===== config.mk =====
export PLATFORM = sky130hd
export DESIGN_NAME = mac_accumulator_flat
export DESIGN_NICKNAME = d
export VERILOG_FILES = /design/src/rtl/mac_accumulator_pkg.sv /design/src/rtl/mac_accumulator_if.sv /design/src/rtl/mac_accumulator_acc_adder.sv /design/src/rtl/mac_accumulator.sv /design/src/flat_wrapper.sv
export SDC_FILE = /design/constraint.sdc
export NUM_CORES = 1
export LEC_CHECK = 0
export CAP_MARGIN = 25
export CORE_MARGIN = 3
export CORE_UTILIZATION = 54
export DETAILED_ROUTE_END_ITERATION = 7
export GPL_TIMING_DRIVEN = 0
export PLACE_DENSITY_LB_ADDON = 0.25
export SLEW_MARGIN = 20
export SYNTH_ARGS = -nofsm -noshare
export SYNTH_HDL_FRONTEND = slang
export SYNTH_SLANG_ARGS = --single-unit

===== constraint.sdc =====
create_clock -name clk -period 5.4 [get_ports clk]
set_clock_uncertainty 0.2 [all_clocks]
set_input_delay 0.81 -clock clk [delete_from_list [all_inputs] [get_ports clk]]
set_output_delay 0.81 -clock clk [all_outputs]
set_load 0.01 [all_outputs]

===== src/rtl/mac_accumulator_pkg.sv =====
// mac_accumulator_pkg: shared FSM state encoding and default widths for the MAC accumulator
package mac_accumulator_pkg;
    localparam int ACC_W_DEF = 24;
    localparam int LEN_W_DEF = 8;
    typedef enum logic [1:0] {
        IDLE  = 2'd0,
        ACCUM = 2'd1,
        DONE  = 2'd2
    } state_t;
endpackage


===== src/rtl/mac_accumulator_if.sv =====
// mac_accumulator_if: product-in and result-out handshake channels
//   prod_valid/prod_ready/Prod : 16-bit product stream from the multiplier
//   acc_valid/acc_ready/Acc    : ACC_W-bit result toward writeback
//   slave modport = accumulator side, master modport = producer/consumer side
interface mac_accumulator_if
    import mac_accumulator_pkg::*;
#(
    parameter int ACC_W = ACC_W_DEF
);
    logic             prod_valid;
    logic             prod_ready;
    logic [15:0]      Prod;
    logic             acc_valid;
    logic             acc_ready;
    logic [ACC_W-1:0] Acc;
    modport slave (input prod_valid, Prod, acc_ready, output prod_ready, acc_valid, Acc);
    modport master (output prod_valid, Prod, acc_ready, input prod_ready, acc_valid, Acc);
endinterface


===== src/rtl/mac_accumulator_acc_adder.sv =====
// mac_accumulator_acc_adder: ACC_W-bit accumulate add with carry out and optional saturation
//   a     : current accumulator value
//   b     : 16-bit product, zero-extended
//   sum   : next accumulator value (wrapped, or all ones on carry when saturating)
//   carry : carry out of bit ACC_W-1
//   Macro MAC_ACCUMULATOR_SATURATE_EN selects saturation instead of wrap.
module mac_accumulator_acc_adder
    import mac_accumulator_pkg::*;
#(
    parameter int ACC_W = ACC_W_DEF
) (
    input  logic [ACC_W-1:0] a,
    input  logic [15:0]      b,
    output logic [ACC_W-1:0] sum,
    output logic             carry
);
    logic [ACC_W:0] full;
    always_comb begin
        full  = {1'b0, a} + (ACC_W+1)'(b);
        carry = full[ACC_W];
`ifdef MAC_ACCUMULATOR_SATURATE_EN
        // once saturated, any nonzero add carries again and zero adds keep all ones
        sum   = carry ? '1 : full[ACC_W-1:0];
`else
        sum   = full[ACC_W-1:0];
`endif
    end
endmodule


===== src/rtl/mac_accumulator.sv =====
// mac_accumulator: sums a programmed number of 16-bit products into a registered accumulator
//   clk, rst  : clock, synchronous active-high reset
//   start/len : begin an accumulation of len terms (sampled only in IDLE)
//   bus       : product input and result output handshakes (slave side)
//   busy      : high in ACCUM or DONE
//   overflow  : sticky per operation, carry out of ACC_W seen
//   Optional macro MAC_ACCUMULATOR_SATURATE_EN: saturate instead of wrap.
module mac_accumulator
    import mac_accumulator_pkg::*;
#(
    parameter int ACC_W = ACC_W_DEF,
    parameter int LEN_W = LEN_W_DEF
) (
    input  logic             clk,
    input  logic             rst,
    input  logic             start,
    input  logic [LEN_W-1:0] len,
    mac_accumulator_if.slave bus,
    output logic             busy,
    output logic             overflow
);
    state_t           state, nxt;
    logic [ACC_W-1:0] acc, sum;
    logic [LEN_W-1:0] remaining;
    logic             carry, xfer;

    mac_accumulator_acc_adder #(.ACC_W(ACC_W)) u_add (
        .a     (acc),
        .b     (bus.Prod),
        .sum   (sum),
        .carry (carry)
    );

    assign xfer = (state == ACCUM) && bus.prod_valid;

    always_ff @(posedge clk) begin
        if (rst) state <= IDLE;
        else     state <= nxt;
    end

    always_comb begin
        nxt = state;
        unique case (state)
            IDLE:    if (start) nxt = (len != '0) ? ACCUM : DONE;
            ACCUM:   if (xfer && remaining == LEN_W'(1)) nxt = DONE;
            DONE:    if (bus.acc_ready) nxt = IDLE;
            default: nxt = IDLE;
        endcase
    end

    always_comb begin
        bus.prod_ready = state == ACCUM;
        bus.acc_valid  = state == DONE;
        bus.Acc        = acc;
        busy           = state != IDLE;
    end

    always_ff @(posedge clk) begin
        if (rst) begin
            acc       <= '0;
            overflow  <= 1'b0;
            remaining <= '0;
        end else if (state == IDLE && start) begin
            acc       <= '0;
            overflow  <= 1'b0;
            remaining <= len;
        end else if (xfer) begin
            acc       <= sum;
            overflow  <= overflow | carry;
            remaining <= remaining - LEN_W'(1);
        end
    end
endmodule


===== src/flat_wrapper.sv =====
// flat-port wrapper written by rule: the top's interface ports become plain ports
module mac_accumulator_flat import mac_accumulator_pkg::*;
#(
    parameter int ACC_W = ACC_W_DEF,
    parameter int LEN_W = LEN_W_DEF
)
  (clk, rst, start, len, busy, overflow, bus_prod_valid, bus_Prod, bus_acc_ready, bus_prod_ready, bus_acc_valid, bus_Acc);
  mac_accumulator_if #(.ACC_W(ACC_W)) bus_i ();
  input  logic clk;
  input  logic rst;
  input  logic start;
  input  logic [LEN_W-1:0] len;
  output logic busy;
  output logic overflow;
  input wire logic [$bits(bus_i.prod_valid)-1:0] bus_prod_valid;
  input wire logic [$bits(bus_i.Prod)-1:0] bus_Prod;
  input wire logic [$bits(bus_i.acc_ready)-1:0] bus_acc_ready;
  output wire logic [$bits(bus_i.prod_ready)-1:0] bus_prod_ready;
  output wire logic [$bits(bus_i.acc_valid)-1:0] bus_acc_valid;
  output wire logic [$bits(bus_i.Acc)-1:0] bus_Acc;
  assign bus_i.prod_valid = bus_prod_valid;
  assign bus_i.Prod = bus_Prod;
  assign bus_i.acc_ready = bus_acc_ready;
  assign bus_prod_ready = bus_i.prod_ready;
  assign bus_acc_valid = bus_i.acc_valid;
  assign bus_Acc = bus_i.Acc;
  mac_accumulator #(.ACC_W(ACC_W), .LEN_W(LEN_W)) u_core (.clk(clk), .rst(rst), .start(start), .len(len), .bus(bus_i), .busy(busy), .overflow(overflow));
endmodule

After elaboration in Yosys (flattened, before gate mapping)
Cells that the tools add are included.
Operators by class
  add/sub/neg operators: 2
  $mul: 0
  divide/modulo/power cells: 0
  $lt $le $gt $ge: 0
  eq/ne operators: 6
  shift-type cells: 0
  muxes and demuxes: 7
  bitwise gates (word level): 1
  reduce and logical (&&, ||, !) cells: 9
Operators by type and width (count)
  $add A24 B16 Y25: 1
  $mux W8: 2
  $eq A8 B1 Y1 const B: 1
  $mux W2: 4
  $reduce_bool A8 Y1: 1
  $sub A8 B1 Y8 const B: 1
  $pmux W2 S3: 1
  $ne A2 B2 Y1 const B: 2
  $reduce_bool A2 Y1: 2
  $logic_and A1 B1 Y1: 3
  $reduce_and A3 Y1: 1
  $eq A2 B1 Y1 const B: 1
  $eq A2 B2 Y1 const B: 1
  $logic_not A2 Y1: 1
  $ne A2 B1 Y1 const B: 1
  $reduce_or A2 Y1: 1
  $or A1 B1 Y1: 1
Storage, ports and cells
  bits in registers: 35
  bits in latches: 0
  memory bits (writable): 0
  memory bits (read-only): 0
  input port bits: 29
  output and inout port bits: 28
  word-level logic and storage cells: 29
  memories kept: 0

Logic depth before layout (Yosys ltp)
  depth in word-level cells: 5
  mapped depth: 8
  mapped depth without buffers: 8

By module
A second synthesis with hierarchy kept.
Unflattened totals
  cell total of the unflattened synthesis: 346
  area, all modules: 2585.0 sq um
Modules (own cells, without submodules)
  mac_accumulator: times used 1, cells each 193, area each 1505.2 sq um, sequential area each 700.7 sq um
  mac_accumulator_acc_adder: times used 1, cells each 153, area each 1079.8 sq um, sequential area each 0.0 sq um

Worst setup path before layout
Ideal clock, no wire load.
  path type: input to register
  start point: input port bus_Prod[0]
  end point: register u_core.acc[14], in the netlist u_core.bus.Acc[14]
  library setup time: 0.079 ns
  data arrival time: 2.687 ns
  data required time: 5.121 ns
  slack: 2.434 ns
  cell stages on the path: 8
  path buffers: 0
  cell sequence: ha_1 -> fa_1 -> a21oi_1 -> o221ai_2 -> a311o_2 -> nand3_1 -> mux2_2 -> o211ai_1
Between the ends
  longest elaborated chain between the ends: 1
Ends and longest elaborated chain
  start: declaration: line flat_wrapper.sv:16  | input wire logic [$bits(bus_i.Prod)-1:0] bus_Prod;
  $add A24 B16 Y25: line mac_accumulator_acc_adder.sv:19  | full = {1'b0, a} + (ACC_W+1)'(b);
  end signal: assignment: line mac_accumulator.sv:68  | acc <= sum;
  end: declaration: line mac_accumulator.sv:23  | logic [ACC_W-1:0] acc, sum;
No other way between the ends.
A chain may end at the register's enable or synchronous reset.

Final worst setup path
  start point: input port bus_Prod[0]
  end point: register u_core.acc[22], in the netlist u_core.bus.Acc[22]
Same word-level chain as after synthesis.

==> impl_metrics.csv <==
group,metric,value,unit
outcome,status,"finished clean",
place,hpwl,4.643,mm
worst_setup_path,crit_slowest_cell,"a311o_2",
sta,rsz0062_at_grt,"false",
logic_synthesis,yosys_warnings,0,
floorplanning,rows,23,
global_route,grt_usage,0.2533,
global_route,grt_max_degree,12,
floorplanning,pin_count,57,
logic_synthesis,ys_seq_area_frac,0.2972,
sta,slew_headroom,0.6298,
worst_setup_path,path_cells,"clkdlybuf4s50_1, ha_1, fa_1, a21oi_1, o221ai_2, a311o_2, a41oi_2, o21ai_0, a21oi_1",
logic_synthesis,synthCells,299,
finish,final_common_cell,"clkdlybuf4s50_1",
route,drc,0,
worst_setup_path,crit_arrival,3340,ps
floorplanning,initial_core_util,0.5728,
clock_tree,cts_buffer_depth,2,
logic_synthesis,syn-cell-area,2357,µm²
route,wl_per_cell,15.23,µm
hold_path,hold_depth,2,
sta,finalHoldViolCount,0,
sta,setup_violations,0,
worst_setup_path,cp_data_required_time,5430,ps
logic_synthesis,ys_ff_latch,35,
clock_tree,cts_resized,0,
clock_tree,tritoncts,"built",
sta,fmaxAchievable,302.1,MHz
sta,period_share,0.6129,
place,dp_cells,405,
worst_setup_path,cp_max_fo,4,
finish,nets,410,
floorplanning,die_h,72.07,µm
route,vias,2544,
clock_tree,htree_levels,2,
clock_tree,cts_sinks,35,
route,drt_iter0_markers,361,
global_route,grt_pass1_vias,2349,
clock_tree,path_clk_slew,80,ps
worst_setup_path,crit_path_end_kind,"flop",
worst_setup_path,cp_common_cell,"a21oi_1",
route,ant_nets,0,
hold_path,hp-class,"flop to flop",
floorplanning,die_w,72.07,µm
logic_synthesis,synthAdderAreaFrac,0.1040,
worst_setup_path,start_kind,"primary input",
logic_synthesis,synth_edf_count,0,
sta,tightestPinTransition,549.3,ps
clock_tree,hold_buffers,0,
finish,drive_above_1_share,0.06612,
run,drv_cap,0,
clock_tree,root_buffer,"clkbuf_8",
route,wl,6.291,mm
finish,finish.utilization,0.7449,
logic_synthesis,synth_top_family_by_area,"compound AO/OA/AOI/OAI gates",
worst_setup_path,crit_type,"primary input to flop",
clock_tree,cts_buffers,5,
place,port_buffers,56,
pwr,ir_drop,0.0001734,V
sta,fin_crit,3310,ps
finish,nFillCells,323,
worst_setup_path,max_stage_delay,460,ps
logic_synthesis,ys_types,53,
logic_synthesis,synth-simple-area-share,0.2473,
finish,final_cell_mix,"clkdlybuf4s50_1 (56), a21oi_1 (40), nand2_1 (36), dfxtp_1 (35), nor2_1 (19)",
pwr,power_density,205.5,nW/µm²
finish,syn2layout_area_growth,30.04,%
sta,finalSetupTns,0,ps
finish,stdcell_count,413,
worst_setup_path,worst-r2r-cell-count,8,
clock_tree,cts_setup_buffers,0,
floorplanning,coreArea,4115,µm²
logic_synthesis,synth_mux_area_frac,0.01805,
place,gp_congestion,0.9565,
logic_synthesis,syn-num-nets,347,
finish,diodes,0,
logic_synthesis,avgSynthCellArea,7.884,µm²
route,viasPerCell,6.160,
place,post-place-ws,1821,ps
clock_tree,clock_latency,300,ps
sta,slew_violations,0,
global_route,antenna_found_initial,0,
sta,setup_ws,2090,ps
route,firstDrtPassIters,8,
global_route,grt_pass1_wl,10.53,mm
pwr,leakagePower,1.139,nW
floorplanning,die_area,5194,µm²
logic_synthesis,synth_xor_area_frac,0.03344,
global_route,grt-ovfl-total,0,
logic_synthesis,synth_async_sr_flop_share,0,
logic_synthesis,yosys_most_used_dff,"dfxtp_1",
logic_synthesis,synth_compound_area_frac,0.2654,
[synthesized netlist by cell type (2+ instances only)]
cell type | count | area (µm²)
a211oi_1 | 3 | 22.52
a21o_1 | 6 | 45.04
a21oi_1 | 40 | 200.2
a221oi_1 | 3 | 26.28
a22oi_1 | 2 | 15.01
a31o_2 | 2 | 17.52
a31oi_1 | 3 | 18.77
a32oi_1 | 2 | 17.52
and2_1 | 3 | 18.77
and3_1 | 2 | 12.51
and4_1 | 2 | 17.52
buf_2 | 2 | 10.01
clkbuf_1 | 11 | 41.29
dfxtp_1 | 35 | 700.7
ha_1 | 18 | 225.2
inv_1 | 6 | 22.52
mux2_2 | 2 | 22.52
mux2i_1 | 2 | 20.02
nand2_1 | 36 | 135.1
nand2b_1 | 4 | 25.02
nand3_1 | 17 | 85.08
nand3b_1 | 2 | 15.01
nand4_1 | 6 | 37.54
nor2_1 | 19 | 71.32
nor2b_1 | 2 | 12.51
nor3_1 | 6 | 30.03
nor4_1 | 3 | 18.77
o211ai_1 | 4 | 30.03
o21a_1 | 3 | 22.52
o21ai_0 | 13 | 65.06
o21bai_1 | 3 | 22.52
or2_2 | 3 | 18.77
or3_1 | 7 | 43.79
xnor2_1 | 5 | 43.79
xor2_1 | 4 | 35.03
[per-stage QoR]
step / hold slack (ps) / total power [mW] / instance area (µm²)
after floorplan: 248.5 / 0.3771 / 2357
after global placement: 253.3 / 0.4328 / 2980
after detailed placement: 266.3 / 0.4370 / 2980
after CTS: 277.6 / 0.6291 / 3065
after global routing: 292.7 / 0.6576 / 3065
final: 273.6 / 0.6299 / 3065
[worst paths after layout]
path / slack, ps / start / to
setup / recovery: 2090 / bus_Prod[0] / u_core.bus.Acc[22]
hold / removal: 270 / u_core.bus.Acc[8] / u_core.bus.Acc[8]
setup reg to reg: 2650 / u_core.bus.Acc[0] / u_core.bus.Acc[22]
hold reg to reg: 270 / u_core.bus.Acc[8] / u_core.bus.Acc[8]
[critical path: cells and delay by family]
family | cells | cell delay (ps)
compound gates | 6 | 1500
fa+ha+maj | 2 | 630
buf+inv | 1 | 400
[cells by family after synthesis]
family | Yosys count
AO/OA/AOI/OAI | 95
XOR/XNOR | 9
adder cells (fa/ha/maj) | 19
buffers and inverters | 20
flip-flops | 35
multiplexers | 4
AND/OR/NAND/NOR | 117
[metal layers]
metal | vias to the layer above | global-route usage | share of wire
met5 | - | 0 | 0
met4 | 0 | 0.1044 | 0.030
met3 | 29 | 0.06510 | 0.075
met2 | 128 | 0.4105 | 0.47
met1 | 1152 | 0.3188 | 0.43
li1 | 1235 | - | -
[flip-flops by register name, indices dropped and copies added, names as in the netlist]
register	cells
u_core.remaining	8
u_core.state	2
u_core.bus.Acc	24
u_core.overflow	1
[where the power goes]
| part | leakage (nW) | total, mW | switching [mW] | internal [mW] |
|---|---|---|---|---|
| Clock | 0.0412 | 0.196 | 0.106 | 0.0903 |
| Combinational | 0.814 | 0.154 | 0.0848 | 0.0696 |
| Sequential | 0.284 | 0.280 | 0.0108 | 0.269 |
| Total | 1.14 | 0.630 | 0.201 | 0.429 |
[final cells by class]
type / count / area, µm² / area share
Sequential cell: 35 / 700.7 / 0.2286
Clock buffer: 6 / 72.57 / 0.02367
Clock inverter: 2 / 12.51 / 0.004082
Inverter: 6 / 22.52 / 0.007347
Multi-Input combinational cell: 244 / 1575 / 0.5139
Tap cell: 50 / 62.56 / 0.02041
Buffer: 14 / 58.81 / 0.01918
Timing Repair Buffer: 56 / 560.5 / 0.1829
Note: power is estimated with default switching activity, not from simulation.
